`config.mk`:
```
export PLATFORM = sky130hd
export DESIGN_NAME = pakin
export DESIGN_NICKNAME = d
export VERILOG_FILES = /design/src/rtl/pakin_pkg.sv /design/src/rtl/pakin_msg_fifo.sv /design/src/rtl/pakin.sv
export SDC_FILE = /design/constraint.sdc
export NUM_CORES = 1
export LEC_CHECK = 0
export CAP_MARGIN = 5
export CORE_ASPECT_RATIO = 0.8
export CORE_UTILIZATION = 50
export DETAILED_ROUTE_END_ITERATION = 16
export PLACE_DENSITY = 0.78
export REMOVE_ABC_BUFFERS = 1
export SLEW_MARGIN = 20
export SYNTH_ARGS = -nofsm -noshare
export SYNTH_HDL_FRONTEND = slang
export SYNTH_SLANG_ARGS = --single-unit
```
`constraint.sdc`:
```
create_clock -name i_clk -period 5.02 [get_ports i_clk]
set_clock_uncertainty 0.1 [all_clocks]
set_input_delay 0.753 -clock i_clk [delete_from_list [all_inputs] [get_ports i_clk]]
set_output_delay 0.753 -clock i_clk [all_outputs]
set_load 0.02 [all_outputs]
```
`src/rtl/pakin_pkg.sv`:
```
// Shared sizes, FSM state encodings and helpers for the pakin packet-to-message receiver.
// The default field sizes below give a 20-bit message carried as four 5-bit packets.
package pakin_pkg;

   localparam int PSZ_DEF = 5;
   localparam int ASZ_DEF = 6;
   localparam int DSZ_DEF = 4;
   localparam int RSZ_DEF = 4;
   localparam int FSZ_DEF = 2;

   typedef enum logic {
      I_IDLE,
      I_ACK
   } in_state_e;

   typedef enum logic [1:0] {
      O_IDLE,
      O_REQ,
      O_WAIT
   } out_state_e;

   function automatic logic [7:0] sat_inc8(input logic [7:0] v);
      return (v == 8'hFF) ? v : v + 8'd1;
   endfunction

endpackage

```
`src/rtl/pakin_msg_fifo.sv`:
```
// Small message FIFO with extra-MSB pointers; head is the oldest entry, read combinationally.
module msg_fifo #(
   parameter int MSZ = 20,
   parameter int FSZ = 2
) (
   input  logic           i_clk,
   input  logic           reset_n,
   input  logic           push,
   input  logic [MSZ-1:0] din,
   input  logic           pop,
   output logic [MSZ-1:0] head,
   output logic           full,
   output logic           empty
);

   logic [FSZ:0]   wr_ptr_q, wr_ptr_d;
   logic [FSZ:0]   rd_ptr_q, rd_ptr_d;
   logic [MSZ-1:0] mem_q [2**FSZ];
   logic           do_push, do_pop;

   assign empty = (wr_ptr_q == rd_ptr_q);
   assign full  = (wr_ptr_q[FSZ] != rd_ptr_q[FSZ]) &&
                  (wr_ptr_q[FSZ-1:0] == rd_ptr_q[FSZ-1:0]);
   assign head  = mem_q[rd_ptr_q[FSZ-1:0]];

   // A pop in the same cycle frees the slot a full-FIFO push lands in.
   assign do_push = push && (!full || pop);
   assign do_pop  = pop && !empty;

   always_comb begin
      wr_ptr_d = wr_ptr_q + {{FSZ{1'b0}}, do_push};
      rd_ptr_d = rd_ptr_q + {{FSZ{1'b0}}, do_pop};
   end

   always_ff @(posedge i_clk or negedge reset_n) begin
      if (!reset_n) begin
         wr_ptr_q <= '0;
         rd_ptr_q <= '0;
      end else begin
         wr_ptr_q <= wr_ptr_d;
         rd_ptr_q <= rd_ptr_d;
      end
   end

   always_ff @(posedge i_clk) begin
      if (do_push) mem_q[wr_ptr_q[FSZ-1:0]] <= din;
   end

endmodule

```
`src/rtl/pakin.sv`:
```
// Reassembles NPK packets into a message, drops messages with a bad redundancy field,
// buffers good ones and offers them on a four-phase output channel.
module pakin
   import pakin_pkg::*;
#(
   parameter int PSZ = PSZ_DEF,
   parameter int ASZ = ASZ_DEF,
   parameter int DSZ = DSZ_DEF,
   parameter int RSZ = RSZ_DEF,
   parameter int FSZ = FSZ_DEF,
   localparam int MSZ = 2*ASZ + DSZ + RSZ
) (
   input  logic           i_clk,
   input  logic           reset_n,
   input  logic [PSZ-1:0] i_rcv_pakio,
   input  logic           i_rcv_req,
   output logic           o_rcv_ack,
   output logic [MSZ-1:0] o_snd_msg,
   output logic           o_snd_req,
   input  logic           i_snd_ack,
   output logic [7:0]     o_err_cnt,
   output logic [3:0]     o_dbg_leds
);

   localparam int NPK = MSZ / PSZ;
   localparam int CW  = (NPK > 1) ? $clog2(NPK) : 1;
   localparam int AW  = MSZ - PSZ;

   generate
      if ((MSZ % PSZ) != 0 || NPK < 2) begin : g_bad_size
         $error("pakin: message width must be a multiple (>=2) of the packet width");
      end
   endgenerate

   in_state_e      in_st_q, in_st_d;
   logic [CW-1:0]  pk_cnt_q, pk_cnt_d;
   logic [AW-1:0]  asm_q, asm_d;
   logic [7:0]     err_cnt_q, err_cnt_d;
   out_state_e     out_st_q, out_st_d;
   logic [MSZ-1:0] snd_msg_q, snd_msg_d;
   logic           snd_req_q, snd_req_d;

   logic [MSZ-1:0] full_msg, fifo_head;
   logic [RSZ-1:0] red_calc;
   logic           last_pk, red_ok, accept;
   logic           fifo_push, fifo_pop, fifo_full, fifo_empty;

   assign full_msg = {asm_q, i_rcv_pakio};
   assign last_pk  = (pk_cnt_q == CW'(NPK-1));
   assign red_calc = RSZ'(full_msg[MSZ-1 -: ASZ]) +
                     RSZ'(full_msg[MSZ-ASZ-1 -: ASZ]) +
                     RSZ'(full_msg[RSZ+DSZ-1 -: DSZ]);
   assign red_ok   = (red_calc == full_msg[RSZ-1:0]);

   // The last packet waits for a free slot regardless of its check outcome;
   // a pop on the same edge counts as a free slot.
   assign fifo_pop  = (out_st_q == O_REQ) && i_snd_ack;
   assign accept    = (in_st_q == I_IDLE) && i_rcv_req &&
                      !(last_pk && fifo_full && !fifo_pop);
   assign fifo_push = accept && last_pk && red_ok;

   always_comb begin
      in_st_d   = in_st_q;
      pk_cnt_d  = pk_cnt_q;
      asm_d     = asm_q;
      err_cnt_d = err_cnt_q;
      case (in_st_q)
         I_IDLE: begin
            if (accept) begin
               in_st_d  = I_ACK;
               asm_d    = full_msg[AW-1:0];
               pk_cnt_d = last_pk ? '0 : pk_cnt_q + CW'(1);
               if (last_pk && !red_ok) err_cnt_d = sat_inc8(err_cnt_q);
            end
         end
         I_ACK:   if (!i_rcv_req) in_st_d = I_IDLE;
         default: in_st_d = I_IDLE;
      endcase
   end

   always_comb begin
      out_st_d  = out_st_q;
      snd_msg_d = snd_msg_q;
      snd_req_d = snd_req_q;
      case (out_st_q)
         O_IDLE: begin
            if (!fifo_empty) begin
               out_st_d  = O_REQ;
               snd_msg_d = fifo_head;
               snd_req_d = 1'b1;
            end
         end
         O_REQ: begin
            if (i_snd_ack) begin
               out_st_d  = O_WAIT;
               snd_req_d = 1'b0;
            end
         end
         O_WAIT:  if (!i_snd_ack) out_st_d = O_IDLE;
         default: begin
            out_st_d  = O_IDLE;
            snd_req_d = 1'b0;
         end
      endcase
   end

   always_ff @(posedge i_clk or negedge reset_n) begin
      if (!reset_n) begin
         in_st_q   <= I_IDLE;
         pk_cnt_q  <= '0;
         asm_q     <= '0;
         err_cnt_q <= '0;
         out_st_q  <= O_IDLE;
         snd_msg_q <= '0;
         snd_req_q <= 1'b0;
      end else begin
         in_st_q   <= in_st_d;
         pk_cnt_q  <= pk_cnt_d;
         asm_q     <= asm_d;
         err_cnt_q <= err_cnt_d;
         out_st_q  <= out_st_d;
         snd_msg_q <= snd_msg_d;
         snd_req_q <= snd_req_d;
      end
   end

   msg_fifo #(
      .MSZ (MSZ),
      .FSZ (FSZ)
   ) u_fifo (
      .i_clk   (i_clk),
      .reset_n (reset_n),
      .push    (fifo_push),
      .din     (full_msg),
      .pop     (fifo_pop),
      .head    (fifo_head),
      .full    (fifo_full),
      .empty   (fifo_empty)
   );

   assign o_rcv_ack  = (in_st_q == I_ACK);
   assign o_snd_msg  = snd_msg_q;
   assign o_snd_req  = snd_req_q;
   assign o_err_cnt  = err_cnt_q;
   assign o_dbg_leds = {(err_cnt_q != 8'd0), i_rcv_req, fifo_full, fifo_empty};

endmodule

```
# == Word level (Yosys, flattened, before mapping) ==
# Memories as Yosys holds them, arrays and structs flattened. A register that Yosys moved wholly into a read port is not among the register bits.
# Index checks and enable logic that the tools add are counted.
# totals
word_cells,68
register_bits,35
memories,1
mem_bits_rw,80
inputBits,9
out_inout_bits,34
# classes
addsub,6
mux,13
eq_ne,11
reduce_logical,25
n_bitwise,4
# memory_table
memory,depth,width,read_ports,rd_ports_with_merged_regs,wr,line,text
u_fifo.mem_q,4,20,1,1,1,pakin_msg_fifo.sv:18,logic [MSZ-1:0] mem_q [2**FSZ];
# ops
operator,n
logical AND 1 bit,11
adder 4 bit,2
"adder 8 x 1 -> 8 bit, second input constant",1
"equality test 8 bit, second input constant",1
two-way mux 2 bit,4
nonzero test 8 bit,1
adder 3 x 1 -> 3 bit,2
zero test 1 bit,6
two-way mux 1 bit,6
"!= test 2 bit, second input constant",3
case mux 2 bit (3 select lines),1
AND reduction 3 bit,2
"equality test 2 bit, second input constant",2
equality test 4 bit,1
NOT 1 bit,4
AND reduction 2 bit,2
AND reduction 4 bit,1
equality test 3 bit,1
case mux 1 bit (3 select lines),1
"adder 2 x 1 -> 2 bit, second input constant",1
"equality test 2 x 1 -> 1 bit, second input constant",1
equality test 2 bit,1
zero test 2 bit,1
case mux 1 bit (2 select lines),1
2 further kinds,2

# == Logic depth before layout (Yosys ltp) ==
# Gate-level depths: netlist of the first run.
# depth
ltp_word,11
depth_mapped,13
mapped_depth_nobuf,13

# == Modules after synthesis ==
# Synthesis of the first run repeated with hierarchy kept, for this count alone.
# unflattened
hier_cells,287
hier_area_um2,5437.7
# modules_own_cells
module,n_inst,cells_per_inst,area_per_inst_um2,seq_area_each_um2
msg_fifo,1,130,3223.1,2552.4
pakin,1,157,2214.6,1226.2

# == Worst setup path after synthesis of the first run ==
# Ideal clock, no wire load.
# synth_timing
path_type,input to register
from,input port i_rcv_pakio[4]
to,memory u_fifo.mem_q[1][0] (enable)
cell_stages,10
slack_ns,-0.133
setup_ns,0.455
t_required_ns,4.465
arrival_ns,4.598
path_buffers,0
cell_sequence,inv_1 -> fa_1 -> inv_1 -> ha_1 -> inv_1 -> fa_1 -> xnor2_1 -> xnor3_1 -> nand4_1 -> nor4b_1
# synth_via
elab_chain_cells,6
# synth_rtl
item,line,text
"start, declared",pakin.sv:15,"input logic [PSZ-1:0] i_rcv_pakio,"
adder 4 bit,pakin.sv:51,RSZ'(full_msg[MSZ-ASZ-1 -: ASZ]) +
equality test 4 bit,pakin.sv:53,assign red_ok = (red_calc == full_msg[RSZ-1:0]);
logical AND 1 bit,pakin.sv:60,assign fifo_push = accept && last_pk && red_ok;
logical AND 1 bit,pakin_msg_fifo.sv:27,assign do_push = push && (!full || pop);
two-way mux 1 bit,pakin_msg_fifo.sv:46,if (do_push) mem_q[wr_ptr_q[FSZ-1:0]] <= din;
two-way mux 1 bit (not written as such),pakin_msg_fifo.sv:46,
"end, declared",pakin_msg_fifo.sv:18,
# Every way passes these cells.

# == Worst setup path in the final report of the first run ==
# layout_timing
from,input port i_rcv_pakio[4]
to,memory u_fifo.mem_q[2][4] (enable)
# The elaborated chain is that of the path after synthesis.

==> flow_metrics.py, run 1 <==
metrics = {
    "synth": {
        "synthArstFlopShare": 0.4074,
        "synth_flop_cell": "edfxtp_1",
        "synth-seq-area-share": 0.6955,
        "ys_types": 39,
        "synth.top_cells.by_count": "80 x edfxtp_1, 55 x dfrtp_1, 30 x mux2_1",
        "synth-edff-count": 80,
        "synth_seq_cells": 135,
        "yosysMostFrequentCell": "edfxtp_1",
        "yosysWarnings": 0,
        "synth_largest_area_cell": "edfxtp_1",
        "syn_area_sq_um": 5433,
        "synth_area_leaders": "edfxtp_1 44%, dfrtp_1 25%, mux4_2 8.3%",
        "synth_top_area_frac": 0.4422,
        "synth_area_per_cell_sq_um": 18.86,
        "netlist_instances": 288,
    },
    "global_routing": {
        "grt_max_degree": 56,
        "grt_usage": 0.1892,
        "grt_pass1_vias": 2705,
        "antenna_found_initial": 0,
        "grt-ovfl-total": 0,
        "grt_pass1_wl_um": 14900,
    },
    "setup_path": {
        "startpoint_type": "input port",
        "crit_fanout": 20,
        "arrival_ns": 3.95,
        "critical_path.endpoint_type": "flip-flop",
        "cp_data_required_time_ns": 5.00,
        "worst-setup-path-type": "input port to flip-flop",
    },
    "power_and_ir_drop": {
        "p_leak_nw": 2.498,
        "power_density_nw_per_um2": 580.6,
        "finalPower_mw": 3.818,
        "ir_drop_v": 0.0004415,
    },
    "hold_path": {
        "hp-class": "input port to async pin",
    },
    "timing": {
        "clock.fmax_mhz": 251.9,
        "relSlewSlack": 0.4785,
        "hold_viol_final": 0,
        "maxSlewViolCount": 0,
        "tightest_slew_ns": 0.7805,
        "post-route-period-util": 0.7908,
        "setup_viol": 0,
        "min_period_ns": 3.970,
        "whs_ns": 0.3779,
        "rsz0062_at_grt": "false",
    },
    "outcome": {
        "status": "finished, final reports clean",
    },
    "floorplan": {
        "io_pins": 43,
        "dieArea_sq_um": 11290,
        "start_util": 0.5221,
        "core_area_sq_um": 10410,
        "die_y_um": 95.23,
        "num_rows": 33,
        "dieWidth_um": 118.5,
    },
    "clock_tree": {
        "cts_root_buf": "clkbuf_16",
        "clock_path_buffers": 2,
        "hold_buffers": 0,
        "cts_tree": "done",
        "post-cts-setup-buffer-count": 0,
        "clkTransAtPathRegs_ns": 0.05,
        "clk_latency_ns": 0.42,
        "cts_made_buffers": 17,
        "cts_sinks": 135,
        "htree_levels": 4,
        "cts-resized-gates": 0,
    },
    "cells_and_area": {
        "fin_nets": 369,
        "drive_gt1_frac": 0.1884,
        "seqCellArea_sq_um": 3779,
        "antenna_cells": 0,
        "area_growth_pct": 21.05,
        "design_area_sq_um": 6576,
        "nFillCells": 741,
        "multi_input_area_sq_um": 1575,
    },
    "drt": {
        "avgViaCountPerCell": 5.355,
        "dr.pass1.iters": 5,
        "post-route-drc-count": 0,
        "post_drt_wl_per_cell_um": 18.45,
        "postRouteAntennaNets": 0,
        "route.vias.total": 2683,
        "routed_wl_um": 9242,
        "drt_iter0_markers": 170,
    },
    "place": {
        "gp_congestion": 0.7767,
        "dpl_cell_area_sq_um": 6050,
        "dp_hpwl_um": 5626,
        "port_buffers": 42,
    },
    "flow_run": {
        "cap_violations": 0,
    },
}
## final timing paths
kind,from,endpoint,slack (ns),cells past startpoint
max in group asynchronous,reset_n,o_err_cnt[4],3.94,2
min in group i_clk,o_snd_msg[12],o_snd_msg[12],0.38,1
worst max-delay path,i_rcv_pakio[4],u_fifo.mem_q[2][4],1.05,13
worst max register to register,asm_q[0],u_fifo.mem_q[2][4],1.46,10
worst min-delay path,reset_n,o_snd_msg[12],0.38,2
worst min register to register,o_snd_msg[12],o_snd_msg[12],0.38,1
## power by group
part / switching, mW / internal (mW) / total (mW)
logic: 0.574 / 0.620 / 1.19
clock network: 0.416 / 0.678 / 1.09
registers: 0.148 / 1.38 / 1.53
## cell usage in the layout (no fill, tap or decap), types with 2 or more instances in the layout
cell type	netlist	routed
nor2b_1	2	2
and3b_1	3	3
xnor2_1	12	12
ha_1	8	8
nand2_1	5	5
mux4_2	20	20
clkinv_2	0	4
buf_4	3	9
mux2_4	5	5
dfrtp_1	55	55
o21ai_1	2	2
nor4_2	1	2
nand2b_1	2	2
fa_1	4	4
mux2_1	30	30
clkbuf_1	3	6
xor2_1	7	7
clkbuf_8	0	4
nand3_1	6	6
clkdlybuf4s50_1	0	41
nor3_1	3	2
and3_1	7	7
inv_1	10	10
edfxtp_1	80	80
clkbuf_16	0	17
## cell type report
cell class,instances,share of cell area
flip-flops and latches,135,0.5746
well taps,140,0.02664
clock buffers,27,0.07648
inverters,10,0.005708
multi-input cells,133,0.2395
clock inverters,5,0.003615
repair buffers,51,0.07344
## cells by family after synthesis
| logic type | count (synthesis) | share of synthesized area |
|---|---|---|
| simple gates | 36 | 0.04123 |
| flops | 135 | 0.6955 |
| fa+ha+maj | 12 | 0.03317 |
| xor+xnor | 20 | 0.03478 |
| buf+inv | 20 | 0.01773 |
| mux | 55 | 0.1589 |
| compound gates | 10 | 0.01866 |
## metal layers
metal	up-vias	track usage	wire length, um
met5	-	0	0
met4	0	0.08122	114
met3	8	0.07656	475
met2	79	0.2758	4435
met1	1381	0.2534	4217
li1	1215	-	-
## through the flow
stage,std cells,setup TNS [ns],worst slack (ns),utilization
CTS,501,0,1.055,0.6320
global route,501,0,0.8085,0.6320
floorplan,278,-2.661,-0.1330,-
global placement,469,0,0.7432,0.5814
detailed placement,469,0,0.5768,0.5814
finish,501,0,1.050,0.6320
## flip-flops by register name (all words and copies together), names as in the netlist
name             cells
o_rcv_ack            1
pk_cnt_q             2
o_snd_req            1
asm_q               15
u_fifo.rd_ptr_q      3
u_fifo.wr_ptr_q      3
u_fifo.mem_q        80
out_st_q             2
o_err_cnt            8
o_snd_msg           20
## worst max-delay path, stage by stage
cell and delay (ns):
clkdlybuf4s50_1 0.56, inv_1 0.09, fa_1 0.41, inv_1 0.06, ha_1 0.13, inv_1 0.04
fa_1 0.37, xnor2_1 0.15, xnor3_1 0.21, nand4_1 0.37, nor2_1 0.30, and3b_1 0.19
buf_4 0.30
No activity file was read; power rests on OpenSTA's default activity.
==> run 2: changes to the inputs <==
- PLACE_DENSITY: 0.78 -> 0.75
- clock period: 5.02 -> 3.8 ns (I/O delays scaled with it)
==> run 2 against run 1 <==
Net effect:
- global-route usage down 0.072 points
- sequential cell count is the same
- total power up 35%
- die area unchanged
- combinational power rose by 34%
- setup slack lost 0.71 ns
- core utilization grew 0.83 points
==> flow_metrics.py, run 2 (synthesis results as in run 1) <==
metrics = {
    "power_and_ir_drop": {
        "finalPower_mw": 5.152,
        "power_density_nw_per_um2": 773.3,
        "ir_drop_v": 0.0005808,
        "p_leak_nw": 2.532,
    },
    "timing": {
        "clock.fmax_mhz": 289.2,
        "setup_tns_ns": 0,
        "hold_viol_final": 0,
        "relSlewSlack": 0.4259,
        "whs_ns": 0.1744,
        "tightest_slew_ns": 0.8611,
        "min_period_ns": 3.458,
        "post-route-period-util": 0.9099,
        "setup_viol": 0,
        "setup_ws_ns": 0.3423,
        "rsz0062_at_grt": "false",
        "maxSlewViolCount": 0,
    },
    "place": {
        "dpl_cell_area_sq_um": 6097,
        "gp_congestion": 0.7671,
        "dp_hpwl_um": 5863,
        "post-place-ws_ns": -0.05154,
        "port_buffers": 42,
        "dp.cells": 472,
    },
    "floorplan": {
        "num_rows": 33,
        "die_y_um": 95.23,
        "dieArea_sq_um": 11290,
        "core_area_sq_um": 10410,
        "start_util": 0.5221,
        "dieWidth_um": 118.5,
        "io_pins": 43,
    },
    "drt": {
        "dr.pass1.iters": 4,
        "post_drt_wl_per_cell_um": 18.76,
        "route.vias.total": 2700,
        "drt_iter0_markers": 131,
        "avgViaCountPerCell": 5.357,
        "post-route-drc-count": 0,
        "postRouteAntennaNets": 0,
        "routed_wl_um": 9457,
    },
    "clock_tree": {
        "cts_root_buf": "clkbuf_16",
        "hold_buffers": 0,
        "clk_latency_ns": 0.41,
        "post-cts-setup-buffer-count": 0,
        "cts_tree": "done",
        "cts_made_buffers": 17,
        "cts-resized-gates": 0,
        "clkTransAtPathRegs_ns": 0.05,
        "htree_levels": 4,
        "clock_path_buffers": 2,
        "cts_sinks": 135,
    },
    "setup_path": {
        "crit_slowest_cell": "clkdlybuf4s50_1",
        "critical_path.endpoint_type": "flip-flop",
        "arrival_ns": 3.64,
        "crit_chain": "clkdlybuf4s50_1 -> inv_1 -> fa_1 -> inv_1 -> ha_1 -> inv_1 -> fa_1 -> xnor2_1 -> xnor3_1 -> nand4_1 -> nor2_1 -> buf_4 -> ha_1 -> ha_1 -> xor2_1",
        "crit_fanout": 6,
        "startpoint_type": "input port",
        "cpPeakStageDelay_ns": 0.55,
        "worst-setup-path-type": "input port to flip-flop",
        "cp_data_required_time_ns": 3.99,
    },
    "global_routing": {
        "grt_pass1_vias": 2756,
        "grt-ovfl-total": 0,
        "grt_max_degree": 38,
        "grt_usage": 0.1885,
        "antenna_found_initial": 0,
        "grt_pass1_wl_um": 15270,
    },
    "outcome": {
        "status": "finished, final reports clean",
    },
    "cells_and_area": {
        "largest_reg_flops": 80,
        "nFillCells": 738,
        "final_core_util": 0.6403,
        "mostFrequentLayoutCells": "80 x edfxtp_1, 55 x dfrtp_1, 41 x clkdlybuf4s50_1",
        "drive_gt1_frac": 0.1923,
        "antenna_cells": 0,
        "fin_cells": 504,
        "area_growth_pct": 22.64,
        "final_common_cell": "edfxtp_1",
        "fin_nets": 372,
        "design_area_sq_um": 6663,
    },
    "hold_path": {
        "hp-class": "input port to async pin",
    },
    "flow_run": {
        "cap_violations": 0,
    },
}
run 2: area by class of cell:
cell class                      count  area, sq um  share of cell area
Tap cell                          140        175.2             0.02629
Sequential cell                   135         3779              0.5671
Multi-Input combinational cell    133         1575              0.2364
Clock inverter                      1        5.005           0.0007512
Timing Repair Buffer               54        530.5             0.07962
Inverter                           10        37.54            0.005634
Clock buffer                       31        560.5             0.08413
run 2: metal layers:
metal | vias to the layer above | routed length (um) | global-route usage
met3 | 14 | 294 | 0.05323
met1 | 1402 | 4523 | 0.2559
li1 | 1232 | - | -
met4 | 0 | 131 | 0.07278
met5 | - | 0 | 0
met2 | 52 | 4508 | 0.2929
run 2: worst max-delay path: cells and delay by family:
kind                       cells  cell delay (ns)
buffers and inverters          5             0.94
xor gates and xnor gates       3             0.56
adders and majority gates      5             1.27
and+or+nand+nor                2             0.31
run 2: where the power goes:
part	leakage [nW]	internal, mW	total [mW]	switching, mW
registers	1.39	1.83	2.02	0.196
logic	0.862	0.826	1.60	0.771
clock network	0.276	0.983	1.53	0.550
run 2: worst paths after layout:
check                                    start                 end  slack (ns)  cells after the start
worst min register to register   o_snd_msg[12]       o_snd_msg[12]        0.38                      1
max in group asynchronous              reset_n           asm_q[14]        2.63                      2
worst min-delay path                   reset_n            asm_q[7]        0.17                      1
worst max-delay path            i_rcv_pakio[4]  u_fifo.wr_ptr_q[2]        0.34                     15
min in group i_clk               o_snd_msg[12]       o_snd_msg[12]        0.38                      1
worst max register to register        asm_q[0]  u_fifo.wr_ptr_q[2]        0.61                     12
